===== src/rtl/gray_updown_counter.sv =====
// Parametrised up/down Gray counter with load, wrap/saturate mode and terminal-count pulse.
// Binary state is the source of truth; the Gray output is registered from the same next value.
module gray_updown_counter #(
  parameter int WIDTH = 8,
  parameter bit WRAP  = 1'b1
) (
  input  logic             clk,
  input  logic             reset,
  input  logic             en,
  input  logic             up_dn,
  input  logic             load,
  input  logic [WIDTH-1:0] load_val,
  output logic [WIDTH-1:0] count,
  output logic [WIDTH-1:0] bin_count,
  output logic             tc
);

  localparam logic [WIDTH-1:0] ONE = {{(WIDTH-1){1'b0}}, 1'b1};

  logic [WIDTH-1:0] next_bin;
  logic             next_tc;
  logic             at_max;
  logic             at_min;

  assign at_max = (bin_count == {WIDTH{1'b1}});
  assign at_min = (bin_count == {WIDTH{1'b0}});

  always_comb begin
    next_bin = bin_count;
    next_tc  = 1'b0;
    if (load) begin
      next_bin = load_val;
    end else if (en) begin
      if (up_dn) begin
        if (at_max) begin
          next_tc = 1'b1;
          if (WRAP) next_bin = {WIDTH{1'b0}};
        end else begin
          next_bin = bin_count + ONE;
        end
      end else begin
        if (at_min) begin
          next_tc = 1'b1;
          if (WRAP) next_bin = {WIDTH{1'b1}};
        end else begin
          next_bin = bin_count - ONE;
        end
      end
    end
  end

  // Gray is derived from next_bin so count and bin_count always change on the same edge.
  always_ff @(posedge clk or negedge reset) begin
    if (!reset) begin
      bin_count <= {WIDTH{1'b0}};
      count     <= {WIDTH{1'b0}};
      tc        <= 1'b0;
    end else begin
      bin_count <= next_bin;
      count     <= next_bin ^ (next_bin >> 1);
      tc        <= next_tc;
    end
  end

endmodule


===== config.mk =====
export PLATFORM = sky130hd
export DESIGN_NAME = gray_updown_counter
export DESIGN_NICKNAME = d
export VERILOG_FILES = /design/src/rtl/gray_updown_counter.sv
export SDC_FILE = /design/constraint.sdc
export NUM_CORES = 1
export LEC_CHECK = 0
export BUFFER_PORTS_ARGS = -buffer_cell sky130_fd_sc_hd__buf_4
export CORE_MARGIN = 2
export CORE_UTILIZATION = 55
export CTS_CLUSTER_SIZE = 24
export DETAILED_ROUTE_END_ITERATION = 8
export PLACE_DENSITY = 0.82
export SLEW_MARGIN = 10
export SYNTH_ARGS = -nofsm -noshare
export SYNTH_HDL_FRONTEND = slang
export SYNTH_SLANG_ARGS = --single-unit
export TNS_END_PERCENT = 30

===== constraint.sdc =====
create_clock -name clk -period 4.2 [get_ports clk]
set_input_delay 0.42 -clock clk [delete_from_list [all_inputs] [get_ports clk]]
set_output_delay 0.42 -clock clk [all_outputs]
set_load 0.02 [all_outputs]

==> impl_summary.txt, run 1 <==
----------------------------------------------------
[Floorplanning]
  Die height ... roughly 48 um
  Std cell rows ... 15
  Die footprint ... about 2300 um^2
  Die Width ... 48.13 um
  Total I/O pin count ... 30
  Starting Density ... 60.07%
  Placeable core region ... around 1800 um^2

[Placement]
  Final GP Congestion ... 0.8349
  Post-place setup slack ... approximately 2.1 ns
  I/O Buffers ... 29
  Sum of net half-perimeters after detailed placement ... ~1700 um

[Setup path]
  Startpoint kind of the worst setup timing path ... flip-flop
  Worst setup slack for register-to-register paths ... a little over 2 ns
  Required time of the critical path ... approximately 4.4 ns
  Endpoint kind of the worst setup timing path ... flip-flop
  Arrival time at the worst endpoint ... about 2.3 ns
  R2r worst-path depth ... 7
  Worst R2R Start ... bin_count[1]$_DFF_PN0_
  Reg-to-reg critical path endpoint ... count[2]$_DFF_PN0_
  Startpoint of the most critical setup path ... bin_count[1]$_DFF_PN0_
  Maximum fanout along the worst path ... 8
  WS Path Type ... flip-flop to flip-flop

[Hold path]
  Type of the most critical hold path ... primary input to flip-flop
  Origin of the worst min-delay path ... load_val[2]
  Hold path endpoint ... bin_count[2]$_DFF_PN0_
  Cell count of the worst hold path ... 2

[STA]
  Maximum operating frequency ... around 470 MHz
  Min cycle time layout ... ~2.1 ns
  Final clock skew ... roughly 0.0069 ns
  Worst Tran Pin Value ... between 0.4 and 0.5 ns
  Unrepaired setup endpoints after global routing ... false
  Final hold viol count ... 0
  Max Transition Viols Final ... 0
  Final-layout setup total negative slack ... 0 ns
  Slew Limit Headroom ... about 72%
  Ratio of final minimum period to clock period ... around half
  Final setup violating endpoints ... 0
  Worst setup margin ... approximately 2.1 ns

[Global routing]
  Global-route wire length before repair ... 3712 um
  Total GRT Usage ... a little under a quarter
  Initial antenna violation count ... 0
  Gr ovfl total ... 0
  Maximum number of pins on one net before global-route repair ... 17
  Vias in the first global route ... 795

[Pwr]
  Highest ir drop seen on vdd ... ~0.28 mV
  Leakage dissipation ... 0.5827 nW
  PD cells ... around 380 nW/um^2

[Synth]
  Synth cell types ... 45
  Avg Inst Size Synth ... approximately 10 um^2
  Register bit total from synthesis ... 16
  Synth warnings ... 0
  Share of async-settable or async-resettable flops after synthesis ... 100.0%
  Top area cells in the synthesized netlist ... dfrtp_1, xnor2_1, xor2_1
  Count of flip-flops with a built-in enable after synthesis ... 0
  Post-synthesis sequential area ratio ... between 30% and 40%
  Biggest area consumer among synthesized cells ... dfrtp_1
  Fraction of post-synthesis cell area in the top cell type by area ... a little under two fifths
  Main flop type after synthesis ... dfrtp_1
  Synthesized cell area ... around 1100 um^2
  Synthesized Nets ... approximately 120
  Post-synthesis cell count ... 103

[Detailed routing]
  Number of remaining DRC errors ... 0
  DRT antenna net count ... 0
  Detailed-route vias per instance ... between 5 and 6
  Wire length after detailed routing ... 2319 um
  Vias after detailed routing ... just over 900
  Wirelength per Cell ... ~15 um
  Number of search-and-repair iterations in the first detailed-routing pass ... 4
  First DRT Iteration DRCs ... 32

[Outcome]
  Run status ... finished clean

[Clocking]
  Count of H-tree levels built during CTS ... 1
  CTS root buf ... clkbuf_4
  Max Buffers Root-to-Sink ... 2
  Clock buffers created by TritonCTS ... 3
  Clock transition at path regs ... 0.10 ns
  Clock insertion delay at the later pin of the skew report ... 0.29 ns
  Post CTS Setup Buffer Count ... 0
  CTS Sinks ... 16
  Clock tree from TritonCTS ... yes

[Final layout]
  Number of antenna diodes ... 0
  Share of layout cells above drive strength 1 ... ~33%
  Number of inserted filler cells in the final layout ... roughly 130
  Net count, final ... about 150
  P&R area growth vs syn ... 23.25%

[Flow run]
  Maximum Capacitance Violations ... 0

----------------------------------------------------
registers in the layout (all words and copies together) (netlist names):
name       count
bin_count      8
count          7
tc             1
worst max-delay path, cell delays in order, from the launching register on:
cell,delay (ns)
dfrtp_1,0.50
inv_1,0.11
ha_1,0.22
nor3b_1,0.14
a21oi_1,0.39
a221oi_1,0.15
a211o_2,0.36
xor2_1,0.15
cell usage in the layout, fill, tap and decap left out, types with 2 or more instances in the layout:
cell,instances
a21oi_1,5
a31oi_1,2
and3_1,2
buf_4,29
clkbuf_4,3
dfrtp_1,16
ha_1,3
inv_1,3
nand2_1,5
nand2b_1,2
nand3_1,5
nor2_1,4
nor2b_1,2
nor3b_1,5
o21ai_0,3
xnor2_1,7
xor2_1,6
cells in the mapped netlist (all sizes together), types with 2 or more instances:
cell and number:
a211o 2, a21oi 5, a311oi 2, a31oi 3, and3 2, and4 2, buf 5, clkbuf 2
dfrtp 16, ha 3, inv 3, nand2 5, nand2b 2, nand3 5, nor2 4, nor2b 2
nor3b 5, o21ai 4, xnor2 7, xor2 6
layer usage:
layer	wire length (um)	GRT usage (%)	share of wire, %
met1	1017	33.49	44
met2	1060	36.27	46
met3	194	3.333	8.4
met4	45	9.730	1.9
met5	0	0	0
cells by family (layout without fill, tap and decap cells):
| group | after synthesis | after routing | share of synthesized area [%] |
|---|---|---|---|
| flops | 16 | 16 | 37.38 |
| buf+inv | 10 | 37 | 5.373 |
| fa+ha+maj | 3 | 3 | 3.505 |
| compound gates | 27 | 27 | 21.61 |
| simple gates | 33 | 33 | 20.56 |
| mux | 1 | 1 | 0.9346 |
| xor+xnor | 13 | 13 | 10.63 |
worst max path at each step:
stage / end / slack [ns] / depth (start not counted)
2_1_floorplan: count[2]$_DFF_PN0_ / 2.22 / 7
3_3_place_gp: count[2]$_DFF_PN0_ / 2.25 / 7
3_5_place_dp: count[2]$_DFF_PN0_ / 2.13 / 7
4_1_cts: count[2]$_DFF_PN0_ / 2.11 / 7
5_1_grt: count[2]$_DFF_PN0_ / 1.93 / 7
6_report: count[2]$_DFF_PN0_ / 2.07 / 7
cell type report:
class / instances / area [um^2] / share of cell area, %
well taps: 25 / 31.28 / 2.370
multi-input cells: 77 / 613.1 / 46.45
clock buffers: 4 / 36.28 / 2.749
inverters: 3 / 11.26 / 0.8531
flip-flops and latches: 16 / 400.4 / 30.33
repair buffers: 30 / 227.7 / 17.25
stage by stage:
step / utilization (%) / std cells / hold WS [ns] / area, um^2 / power [mW]
floorplan: - / 103 / 0.1244 / 1071 / 0.3361
global placement: 71.44 / 150 / 0.2860 / 1274 / 0.3979
detailed placement: 71.44 / 150 / 0.2915 / 1274 / 0.4024
CTS: 74.04 / 155 / 0.3864 / 1320 / 0.5066
global route: 74.04 / 155 / 0.3914 / 1320 / 0.5347
finish: 74.04 / 155 / 0.3909 / 1320 / 0.5042
where the power goes:
| part | internal [mW] | leakage, nW | switching (mW) | total (mW) |
|---|---|---|---|---|
| registers | 0.180 | 0.194 | 0.0316 | 0.211 |
| logic | 0.0900 | 0.368 | 0.0988 | 0.189 |
| clock network | 0.0528 | 0.0210 | 0.0514 | 0.104 |
| total | 0.322 | 0.583 | 0.182 | 0.504 |
repair_timing:
| action | 4_1_cts | 5_1_grt |
|---|---|---|
| hold buffers | 1 | 0 |
| endpoints found under the hold margin | 16 | 0 |
| gates resized for setup | 0 | 0 |
No activity file was read; power rests on OpenSTA's default activity.
==> inputs of run 2 (changes only) <==
ABC_AREA = 1   (was not set)
CORE_UTILIZATION = 53   (was 55)
PLACE_DENSITY = 0.77   (was 0.82)
clock period = 2 ns   (was 4.2 ns; I/O delays follow)
==> run 2 against run 1 <==
Effect of this change:
- clock skew fell by 0.0033 ns
- area after synthesis rose by 16%
- largest power group unchanged
- highest routed layer unchanged
- hold slack got worse by 0.26 ns
- flip-flop and latch count did not move
==> impl_summary.txt, run 2 <==
----------------------------------------------------
[Final layout]
  Number of inserted filler cells in the final layout ... 200 (+49%)
  Share of layout cells above drive strength 1 ... 24.76% (-8.3 points)
  Final Util ... 67.14% (-6.9 points)
  Number of flip-flops in the largest register ... 8 (unchanged)
  P&R area growth vs syn ... 19.66%
  Register with the most flip-flops ... bin_count
  Number of antenna diodes ... 0 (unchanged)
  Net count, final ... 227 (+54%)
  Largest registers ... bin_count x8, count x7, tc x1
  Highest-count cells in the layout ignoring fill and taps ... nand2_1, buf_4, inv_1, nand3_1, dfrtp_1
  Most common cell after layout, fill and taps aside ... nand2_1

[Global routing]
  Total GRT Usage ... 24.08% (+0.42 points)
  Gr ovfl total ... 0 (unchanged)
  Global-route wire length before repair ... 4933 um (+33%)
  Maximum number of pins on one net before global-route repair ... 17 (unchanged)
  Vias in the first global route ... 1,131 (+42%)
  Initial antenna violation count ... 0 (unchanged)

[Setup path]
  CP peak stage delay ... 0.46 ns (-0.04 ns)
  Arrival time at the worst endpoint ... 1.88 ns (-0.43 ns)
  Buffers plus inverters on the worst setup path ... 1 (unchanged)
  Required time of the critical path ... 2.18 ns (-2.20 ns)
  CP cell instances ... inv_1, ha_1, nand3_1, nor2_2, nor2_4, nand3_1, nand2_1, nand2_1, nand2_2, nand2_1, nand2_1, nand2_1
  Startpoint kind of the worst setup timing path ... flip-flop
  WS Path Type ... flip-flop to flip-flop
  Standard cell with the maximum stage delay on the critical path ... dfrtp_1
  Maximum fanout along the worst path ... 6 (-2)
  Cell mode on critical path ... nand2_1
  Top Family by Delay on Critical Path ... simple AND/OR/NAND/NOR gates
  Endpoint kind of the worst setup timing path ... flip-flop

[Floorplanning]
  Die footprint ... 2745 um^2 (+18%)
  Die height ... 52.39 um (+8.9%)
  Std cell rows ... 17 (+2)
  Total I/O pin count ... 30 (unchanged)
  Starting Density ... 56.11% (-4.0 points)
  Placeable core region ... 2212 um^2 (+24%)
  Die Width ... 52.39 um (+8.9%)

[Outcome]
  Run status ... finished clean

[Synth]
  Avg Inst Size Synth ... 6.820 um^2 (-34%)
  Most frequent cell after synthesis ... nand2_1
  Synth cell types ... 29 (-36%)
  Synth warnings ... 0 (unchanged)
  Synthesized Nets ... 198 (+66%)
  Synth Area in XOR/XNOR ... 2.823% (-7.8 points)
  Register bit total from synthesis ... 16 (unchanged)
  Count of flip-flops with a built-in enable after synthesis ... 0 (unchanged)
  Combinational family with the most area after synthesis ... simple AND/OR/NAND/NOR gates
  Fraction of post-synthesis cell area in the top cell type by area ... 32.26% (-5.1 points)
  Post-synthesis sequential area ratio ... 32.26% (-5.1 points)
  Share of the synthesized area in compound gates (AO/OA/AOI/OAI) ... 9.778% (-12 points)
  Biggest area consumer among synthesized cells ... dfrtp_1
  Main flop type after synthesis ... dfrtp_1
  Post-synthesis cell count ... 182 (+77%)
  Adder-cell share of the synthesized area ... 3.024% (-0.48 points)
  Post-synthesis mux area share ... 0% (-0.93 points)
  Top area cells in the synthesized netlist ... dfrtp_1, nand2_1, nand3_1
  Synthesized cell area ... 1241 um^2 (+16%)
  Post-Synth Simple-Gate Area ... 40.42% (+20 points)
  Ranking of synthesized cells by instance count ... nand2_1, inv_1, nand3_1, dfrtp_1, nor2_1
  Share of async-settable or async-resettable flops after synthesis ... 100.0% (unchanged)

[Pwr]
  Leakage dissipation ... 0.8072 nW (+39%)
  Gate power share ... 38.4% (+1.0 points)
  Switching power ... 0.3883 mW (+110%)
  Fraction of power spent switching nets ... 38.15% (+2.1 points)
  Sequential share of power ... 40.8% (-1.1 points)
  Cell-internal power ... 0.6296 mW (+95%)
  Highest ir drop seen on vdd ... 0.5186 mV (+83%)
  PD cells ... 685.4 nW/um^2 (+79%)
  Clock power share ... 20.8% (about the same)

[Detailed routing]
  Number of search-and-repair iterations in the first detailed-routing pass ... 4 (unchanged)
  First DRT Iteration DRCs ... 44 (+38%)
  Wirelength per Cell ... 12.41 um (-17%)
  Detailed-route vias per instance ... 5.113 (-13%)
  Wire length after detailed routing ... 2954 um (+27%)
  Number of remaining DRC errors ... 0 (unchanged)
  DRT antenna net count ... 0 (unchanged)
  Vias after detailed routing ... 1,217 (+33%)

[Clocking]
  Count of H-tree levels built during CTS ... 1 (unchanged)
  CTS root buf ... clkbuf_4
  Max Buffers Root-to-Sink ... 2 (unchanged)
  Clock tree from TritonCTS ... yes
  CTS Sinks ... 16 (unchanged)
  Clock insertion delay at the later pin of the skew report ... 0.28 ns (about the same)
  Clock buffers created by TritonCTS ... 3 (unchanged)
  Post CTS Setup Buffer Count ... 0 (unchanged)
  Clock transition at path regs ... 0.10 ns (about the same)
  Number of gates resized after cts ... 0 (unchanged)

[STA]
  Final setup violating endpoints ... 0 (unchanged)
  Min cycle time layout ... 1.701 ns (-0.4294 ns)
  Max Transition Viols Final ... 0 (unchanged)
  Worst hold margin ... 0.1281 ns (-0.2628 ns)
  Final-layout setup total negative slack ... 0 ns (unchanged)
  Worst Tran Pin Value ... 0.3448 ns (-0.08105 ns)
  Final clock skew ... 0.003578 ns (-0.003347 ns)
  Unrepaired setup endpoints after global routing ... false
  Ratio of final minimum period to clock period ... 85.06% (+34 points)
  Maximum operating frequency ... 587.8 MHz (+25%)
  Final hold viol count ... 0 (unchanged)
  Slew Limit Headroom ... 77.01% (+5.4 points)

[Hold path]
  Type of the most critical hold path ... primary input to flip-flop

[Placement]
  Sum of net half-perimeters after detailed placement ... 2287 um (+36%)
  Final GP Congestion ... 1.015 (+22%)
  I/O Buffers ... 29 (unchanged)

[Flow run]
  Maximum Capacitance Violations ... 0 (unchanged)

----------------------------------------------------
==> run 2: cell types whose count changed after synthesis, moves of 6 or more <==
cell | previous run | this run
nand2_1 | 5 | 65
xnor2_1 | 7 | 1
inv_1 | 3 | 22
nand3_1 | 5 | 19
==> run 2: final timing paths <==
kind                                   startpoint                      to  slack [ns]  cells after the start
max                        bin_count[0]$_DFF_PN0_      count[4]$_DFF_PN0_        0.30                     12
min                                   load_val[0]  bin_count[0]$_DFF_PN0_        0.13                      3
max reg2reg                bin_count[0]$_DFF_PN0_      count[4]$_DFF_PN0_        0.30                     12
min reg2reg                bin_count[0]$_DFF_PN0_  bin_count[0]$_DFF_PN0_        0.77                      4
max in group asynchronous                   reset            tc$_DFF_PN0_        1.52                      2
min in group asynchronous                   reset      count[2]$_DFF_PN0_        0.30                      2
==> run 2: what timing repair did <==
action	in CTS	in global routing
setup endpoints to repair	0	0
endpoints found under the hold margin	16	0
hold buffers	1	0
==> run 2: logic make-up (layout without fill, tap and decap cells) <==
kind of cell | after synthesis | after routing
xor gates and xnor gates | 4 | 4
buffers and inverters | 30 | 58
AOI/OAI and AO/OA | 18 | 18
adders and majority gates | 3 | 3
and+or+nand+nor | 111 | 111
DFF | 16 | 16
==> run 2: per-stage QoR <==
step | setup slack (ns) | power [mW] | std cells | cell area (um^2)
after detailed placement | 0.3168 | 0.8089 | 233 | 1439
final | 0.2989 | 1.018 | 238 | 1485
after global placement | 0.3302 | 0.8023 | 233 | 1439
after global routing | 0.1261 | 1.086 | 238 | 1485
after CTS | 0.2982 | 1.022 | 238 | 1485
after floorplan | 0.3634 | 0.6793 | 182 | 1241
==> run 2: power by group through the flow <==
stage | Clock [mW] | Sequential (mW) | Combinational, mW
after global routing | 0.232 | 0.421 | 0.433
after floorplan | 0 | 0.458 | 0.222
after global placement | 0 | 0.419 | 0.384
final | 0.212 | 0.415 | 0.391
after CTS | 0.216 | 0.413 | 0.392
after detailed placement | 0 | 0.419 | 0.390
==> run 2: worst register-to-register path: stages (launching register included) <==
cell and delay (ns):
dfrtp_1 0.46, inv_1 0.12, ha_1 0.23, nand3_1 0.10, nor2_2 0.06, nor2_4 0.15, nand3_1 0.09, nand2_1 0.08
nand2_1 0.06, nand2_2 0.07, nand2_1 0.08, nand2_1 0.06, nand2_1 0.05
==> run 2: final cells by class <==
class                           count  area (um^2)  area share [%]
Inverter                           24        90.09           6.066
Sequential cell                    16        400.4           26.96
Timing Repair Buffer               30        227.7           15.33
Multi-Input combinational cell    136        695.7           46.84
Tap cell                           28        35.03           2.359
Clock buffer                        4        36.28           2.443
==> run 2: layer usage <==
metal | wire length (um) | vias to the layer above | track usage, %
met5 | 0 | - | 0
met4 | 33 | 0 | 9.402
met3 | 160 | 4 | 3.429
met2 | 1388 | 41 | 38.75
met1 | 1372 | 553 | 32.49
li1 | - | 619 | -
